$ cat src/rtl/lcd_bus_monitor.sv
// Responder for the 4-bit HD44780-style LCD write bus: rebuilds bytes from strobes,
// decodes instructions and keeps the visible 2x16 DDRAM image as two packed lines.
module lcd_bus_monitor #(
  parameter int SYNC_STAGES = 2,
  parameter int MIN_E_HIGH  = 12
) (
  input  logic         clk,
  input  logic         rst_n,
  input  logic         lcd_rs,
  input  logic         lcd_e,
  input  logic         lcd_w,
  input  logic [3:0]   lcd_data,
  output logic [127:0] line1,
  output logic [127:0] line2,
  output logic         byte_valid,
  output logic [7:0]   byte_out,
  output logic         byte_is_data,
  output logic         four_bit_mode,
  output logic         display_on,
  output logic [6:0]   ddram_addr,
  output logic         e_width_err,
  output logic         proto_err,
  output logic         dbg_phase_low
);

  localparam int CW = $clog2(MIN_E_HIGH + 1) + 1;

  typedef enum logic {PH_HIGH = 1'b0, PH_LOW = 1'b1} phase_t;

  // Bus sample packing: {e, rs, w, data[3:0]}
  logic [6:0]    sync_q [SYNC_STAGES];
  logic [6:0]    prev_q;
  logic [CW-1:0] e_cnt;
  logic          strobe;

  phase_t     phase_q, phase_d;
  logic [3:0] hi_nib_q, hi_nib_d;
  logic       hi_rs_q, hi_rs_d;
  logic [7:0] row0_q [16];
  logic [7:0] row0_d [16];
  logic [7:0] row1_q [16];
  logic [7:0] row1_d [16];
  logic [6:0] ac_q, ac_d;
  logic       inc_q, inc_d, cgram_q, cgram_d, four_q, four_d, disp_q, disp_d;
  logic       bv_q, bv_d, bd_q, bd_d, ee_q, ee_d, pe_q, pe_d;
  logic [7:0] bo_q, bo_d;
  logic       have_byte, new_rs;
  logic [7:0] new_byte;

  function automatic logic [6:0] ac_step(input logic [6:0] a, input logic up);
    if (up) begin
      if (a[5:0] >= 6'd39) return {~a[6], 6'd0};
      return a + 7'd1;
    end
    if (a[5:0] == 6'd0) return {~a[6], 6'd39};
    if (a[5:0] > 6'd39) return {a[6], 6'd39};
    return a - 7'd1;
  endfunction

  always_ff @(posedge clk or negedge rst_n) begin
    if (!rst_n) begin
      for (int i = 0; i < SYNC_STAGES; i++) sync_q[i] <= '0;
      prev_q <= '0;
      e_cnt  <= '0;
    end else begin
      sync_q[0] <= {lcd_e, lcd_rs, lcd_w, lcd_data};
      for (int i = 1; i < SYNC_STAGES; i++) sync_q[i] <= sync_q[i-1];
      prev_q <= sync_q[SYNC_STAGES-1];
      if (!sync_q[SYNC_STAGES-1][6]) e_cnt <= '0;
      else if (e_cnt != '1)          e_cnt <= e_cnt + 1'b1;
    end
  end

  // rs/w/data come from prev_q: the last cycle in which E was still high.
  assign strobe = !sync_q[SYNC_STAGES-1][6] && prev_q[6];

  always_ff @(posedge clk or negedge rst_n) begin
    if (!rst_n) begin
      phase_q  <= PH_HIGH;
      hi_nib_q <= '0;
      hi_rs_q  <= 1'b0;
      for (int c = 0; c < 16; c++) begin
        row0_q[c] <= 8'h20;
        row1_q[c] <= 8'h20;
      end
      ac_q    <= '0;
      inc_q   <= 1'b1;
      cgram_q <= 1'b0;
      four_q  <= 1'b0;
      disp_q  <= 1'b0;
      bv_q    <= 1'b0;
      bo_q    <= '0;
      bd_q    <= 1'b0;
      ee_q    <= 1'b0;
      pe_q    <= 1'b0;
    end else begin
      phase_q  <= phase_d;
      hi_nib_q <= hi_nib_d;
      hi_rs_q  <= hi_rs_d;
      row0_q   <= row0_d;
      row1_q   <= row1_d;
      ac_q     <= ac_d;
      inc_q    <= inc_d;
      cgram_q  <= cgram_d;
      four_q   <= four_d;
      disp_q   <= disp_d;
      bv_q     <= bv_d;
      bo_q     <= bo_d;
      bd_q     <= bd_d;
      ee_q     <= ee_d;
      pe_q     <= pe_d;
    end
  end

  always_comb begin
    phase_d   = phase_q;
    hi_nib_d  = hi_nib_q;
    hi_rs_d   = hi_rs_q;
    row0_d    = row0_q;
    row1_d    = row1_q;
    ac_d      = ac_q;
    inc_d     = inc_q;
    cgram_d   = cgram_q;
    four_d    = four_q;
    disp_d    = disp_q;
    bv_d      = 1'b0;
    bo_d      = bo_q;
    bd_d      = bd_q;
    ee_d      = ee_q;
    pe_d      = pe_q;
    have_byte = 1'b0;
    new_byte  = '0;
    new_rs    = 1'b0;

    if (strobe) begin
      if (e_cnt < CW'(MIN_E_HIGH)) ee_d = 1'b1;
      if (prev_q[4]) begin
        pe_d = 1'b1;
      end else if (!four_q) begin
        have_byte = 1'b1;
        new_byte  = {prev_q[3:0], 4'h0};
        new_rs    = prev_q[5];
      end else if (phase_q == PH_HIGH) begin
        hi_nib_d = prev_q[3:0];
        hi_rs_d  = prev_q[5];
        phase_d  = PH_LOW;
      end else begin
        have_byte = 1'b1;
        new_byte  = {hi_nib_q, prev_q[3:0]};
        new_rs    = hi_rs_q;
        if (prev_q[5] != hi_rs_q) pe_d = 1'b1;
        phase_d   = PH_HIGH;
      end
    end

    // byte_valid is a one-cycle pulse with no back-pressure; byte_out/byte_is_data hold until the next byte.
    if (have_byte) begin
      bv_d = 1'b1;
      bo_d = new_byte;
      bd_d = new_rs;
      if (!new_rs) begin
        if (new_byte[7]) begin
          ac_d    = new_byte[6:0];
          cgram_d = 1'b0;
        end else if (new_byte[6]) begin
          cgram_d = 1'b1;
        end else if (new_byte[5]) begin
          four_d  = ~new_byte[4];
          phase_d = PH_HIGH;
        end else if (new_byte[4]) begin
        end else if (new_byte[3]) begin
          disp_d = new_byte[2];
        end else if (new_byte[2]) begin
          inc_d = new_byte[1];
        end else if (new_byte[1]) begin
          ac_d = '0;
        end else if (new_byte[0]) begin
          for (int c = 0; c < 16; c++) begin
            row0_d[c] = 8'h20;
            row1_d[c] = 8'h20;
          end
          ac_d  = '0;
          inc_d = 1'b1;
        end
      end else if (!cgram_q) begin
        if (ac_q[5:4] == 2'b00) begin
          if (ac_q[6]) row1_d[ac_q[3:0]] = new_byte;
          else         row0_d[ac_q[3:0]] = new_byte;
        end
        ac_d = ac_step(ac_q, inc_q);
      end
    end
  end

  for (genvar c = 0; c < 16; c++) begin : g_pack
    assign line1[127-8*c -: 8] = row0_q[c];
    assign line2[127-8*c -: 8] = row1_q[c];
  end

  assign byte_valid    = bv_q;
  assign byte_out      = bo_q;
  assign byte_is_data  = bd_q;
  assign four_bit_mode = four_q;
  assign display_on    = disp_q;
  assign ddram_addr    = ac_q;
  assign e_width_err   = ee_q;
  assign proto_err     = pe_q;
  assign dbg_phase_low = (phase_q == PH_LOW);

endmodule

$ cat config.mk
export PLATFORM = sky130hd
export DESIGN_NAME = lcd_bus_monitor
export DESIGN_NICKNAME = d
export VERILOG_FILES = /design/src/rtl/lcd_bus_monitor.sv
export SDC_FILE = /design/constraint.sdc
export NUM_CORES = 1
export LEC_CHECK = 0
export ABC_CLOCK_PERIOD_IN_PS = 3400
export BUFFER_PORTS_ARGS = -buffer_cell sky130_fd_sc_hd__buf_4
export CORE_UTILIZATION = 54
export CTS_CLUSTER_SIZE = 40
export DETAILED_ROUTE_END_ITERATION = 10
export GPL_TIMING_DRIVEN = 0
export PLACE_DENSITY = 0.83
export SETUP_SLACK_MARGIN = 0.05
export SYNTH_ARGS = -nofsm -noshare
export SYNTH_HDL_FRONTEND = slang
export SYNTH_SLANG_ARGS = --single-unit
$ cat constraint.sdc
create_clock -name clk -period 3.4 [get_ports clk]
set_input_delay 0.17 -clock clk [delete_from_list [all_inputs] [get_ports clk]]
set_output_delay 0.17 -clock clk [all_outputs]
set_load 0.02 [all_outputs]
==> flow_summary_export.csv <==
group,metric,value,unit
critical_path,critPathKind,"reg -> reg",
cts,cts.sinks,311,
placed_design,place.gp.congestion,0.933,
detailed_routing,wl_per_cell,22.0,um
finish,nets,1495,
timing,finClkSkew,0.0196,ns
critical_path,reg2reg_slack,0.16,ns
global_route,grtUsageTotal,32.7,%
global_route,antenna_found_initial,0,
synth,avgSynthCellArea,11.2,um^2
cts,clk_latency,0.56,ns
synth,synth_cell_type_count,69,
synth,synth_top_area_share,54.2,%
cts,cts_root_buf,"clkbuf_16",
cts,clkTransAtPathRegs,0.07,ns
synth,synthArstFlopShare,100,%
cts,ctsHtreeMaxLevel,1,
detailed_routing,antenna_left,0,
placed_design,port_buffers,286,
cts,cts_buffers,31,
critical_path,cp.required,3.79,ns
timing,timing.final.crit_share,95.2,%
timing,period_minus_slack,3.24,ns
synth,synth-compound-area-share,23.8,%
timing,clock.fmax,309,MHz
synth,synth-xor-area-share,0.273,%
critical_path,cp.arrival,3.63,ns
placed_design,hpwl,27.9,mm
synth,synth_adder_area_share,0.780,%
critical_path,critPathCaptureType,"flip-flop",
synth,synth_top_flop_cell,"dfrtp_1",
synth,synth-simple-area-share,5.11,%
global_route,grt_pass1_vias,10400,
detailed_routing,wl,40.0,mm
synth,yosys_warnings,0,
timing,tns,0,ns
synth,synth_seq_area_share,61.0,%
timing,tightest_slew,1.12,ns
detailed_routing,viasPerCell,5.96,
floorplanning,core_area,0.0234,mm^2
floorplanning,die_area,0.0244,mm^2
synth,synth.area.top_cells,"dfrtp_1 (54%), o22ai_1 (9.6%), dfstp_2 (6.8%), inv_1 (6.1%), a21oi_4 (2.4%)",
pwr,powerDensity,674,mW/mm^2
finish,post-route-util,70.6,%
critical_path,cp-start-kind,"flip-flop",
detailed_routing,first_pass_iters,5,
finish,areaGrowthSynthToFinish,28.7,%
floorplanning,initial_utilization,54.8,%
floorplanning,die_h,156,um
synth,synth_top_family_by_area,"compound AO/OA/AOI/OAI gates",
detailed_routing,drt-initial-drc-count,1044,
finish,final_area,0.0165,mm^2
flow_run,cap_violations,0,
detailed_routing,route.detailed.drc,0,
floorplanning,die_x,156,um
synth,ys_seq_elements,311,
synth,synthMuxAreaShare,0.673,%
synth,netlist_area,0.0128,mm^2
detailed_routing,num_vias,10900,
pwr,finalPower,11.1,mW
cts,clockBufferDepth,3,
critical_path,cpMostUsedCell,"clkbuf_1",
critical_path,reg2reg_to,"line2[118]",
run_status,outcome,"complete, no violations",
placed_design,placed_area,0.0154,mm^2
timing,report.final.slew_viol_count,0,
finish,nFillCells,1727,
synth,syn-num-nets,1162,
pwr,ir_drop,0.494,mV
global_route,grt-ovfl-total,0,
synth,yosysMostFrequentCell,"dfrtp_1",
hold_path,hold_path.class,"in -> async",
timing,setup_viol,0,
critical_path,r2r_cells,8,
global_route,grt_first_pass_wirelength,60.3,mm
synth,synth_edf_count,0,
floorplanning,ios,287,
finish,drive_gt1_share,29.4,%
pwr,p_leak,7.43,nW
critical_path,max_stage_delay,0.71,ns
floorplanning,rows,56,
timing,hold_violations,0,
finish,antenna_cells,0,
synth,syn_inst,1145,
critical_path,r2r-start,"ddram_addr[4]",
critical_path,path_max_fanout,10,
critical_path,slowest_stage,"clkbuf_1",
cts,cts_tree,"yes",
synth,ys_top_cells_by_count,"dfrtp_1 (278), inv_1 (208), o22ai_1 (196), clkbuf_1 (47), nand2_1 (41)",
timing,rsz0062_at_grt,"no",
synth,synth_top_cell_by_area,"dfrtp_1",
timing,maxSlewHeadroom,25.0,%
global_route,grt_max_degree,130,
critical_path,cp_cell_sequence,"clkbuf_1 > nor2_1 > nand2_1 > nor2_1 > clkbuf_1 > o211ai_1 > clkbuf_1 > o22ai_1",
-- critical path, delay by kind of cell (launching register included) --
kind | cells | cell delay, ns
AO/OA/AOI/OAI | 2 | 0.86
AND/OR/NAND/NOR | 3 | 0.50
buffers and inverters | 3 | 1.33
flip-flops | 1 | 0.37
-- kinds of logic (layout without fill, tap and decap cells) --
| family | Yosys count | count (layout) |
|---|---|---|
| AOI/OAI and AO/OA | 401 | 401 |
| DFF | 311 | 311 |
| buffers and inverters | 275 | 632 |
| and+or+nand+nor | 138 | 138 |
| adders and majority gates | 8 | 8 |
| muxes | 8 | 8 |
| xor gates and xnor gates | 4 | 4 |
-- placed cells by master, fill, tap and decap left out, drive strengths merged, types with 4 or more instances in the layout --
cell type	n
buf	312
dfrtp	278
inv	211
o22ai	196
clkbuf	91
nand2	41
a21oi	41
dfstp	33
nor2	32
o2bb2ai	30
o22a	30
nand3	19
o21ai	19
o211ai	16
nor3	14
a221o	13
clkinv	10
a31oi	8
ha	8
dlygate4sd3	8
and3	7
a22oi	6
nor2b	5
mux2	5
a2bb2oi	4
a221oi	4
-- repair_timing --
item | 4_1_cts | 5_1_grt
hold endpoints to repair | 81 | 0
cloned | 0 | 0
resized for setup | 0 | 1
pin swaps | 2 | 2
setup buffers | 2 | 2
setup endpoints to repair | 11 | 14
hold buffers | 8 | 0
-- metrics by stage --
| stage | worst slack, ns | cells | hold slack (ns) |
|---|---|---|---|
| 4_1_cts | 0.198 | 1819 | 0.204 |
| 5_1_grt | 0.0731 | 1821 | 0.250 |
| 2_1_floorplan | 0.909 | 1145 | -0.126 |
| 3_5_place_dp | -0.0543 | 1752 | 0.181 |
| 6_report | 0.163 | 1821 | 0.193 |
| 3_3_place_gp | -0.461 | 1750 | 0.280 |
-- layout make-up --
type	instances	area (um^2)	area share, %
buffer	66	290	1.76
timing repair buffer	300	2320	14.0
clock buffer	45	888	5.38
clock inverter	12	71.3	0.432
tap	319	399	2.42
multi-input combinational	559	3930	23.8
sequential	311	7820	47.4
inverter	209	785	4.75
-- sequential cells by signal (all words and copies together) (netlist names) --
signal         flops
sync_q            14
proto_err          1
e_width_err        1
ddram_addr         7
hi_nib_q           4
hi_rs_q            1
byte_valid         1
dbg_phase_low      1
display_on         1
byte_is_data       1
prev_q             7
cgram_q            1
e_cnt              5
four_bit_mode      1
line1            128
line2            128
byte_out           8
inc_q              1
-- worst max path at each step --
stage / start / depth (start not counted) / slack, ns / end
after floorplan: ddram_addr[0] / 8 / 0.91 / ddram_addr[6]
after global placement: rst_n / 1 / -0.46 / byte_out[4]
after detailed placement: prev_q[1] / 8 / -0.05 / line1[87]
after CTS: dbg_phase_low / 11 / 0.20 / line1[104]
after global routing: four_bit_mode / 8 / 0.07 / line1[89]
final: ddram_addr[4] / 8 / 0.16 / line2[118]
-- power breakdown --
| group | internal, mW | switching, mW |
|---|---|---|
| clock network | 1.81 | 1.42 |
| logic | 1.13 | 2.15 |
| registers | 4.27 | 0.346 |
-- metal layers --
metal	track usage, %	vias to the layer above	share of wire (%)
li1	-	4770	-
met1	42.7	5357	38
met2	52.3	616	48
met3	6.28	111	9.0
met4	16.6	0	4.7
met5	0	-	0
Note: power is estimated with default switching activity, not from simulation.
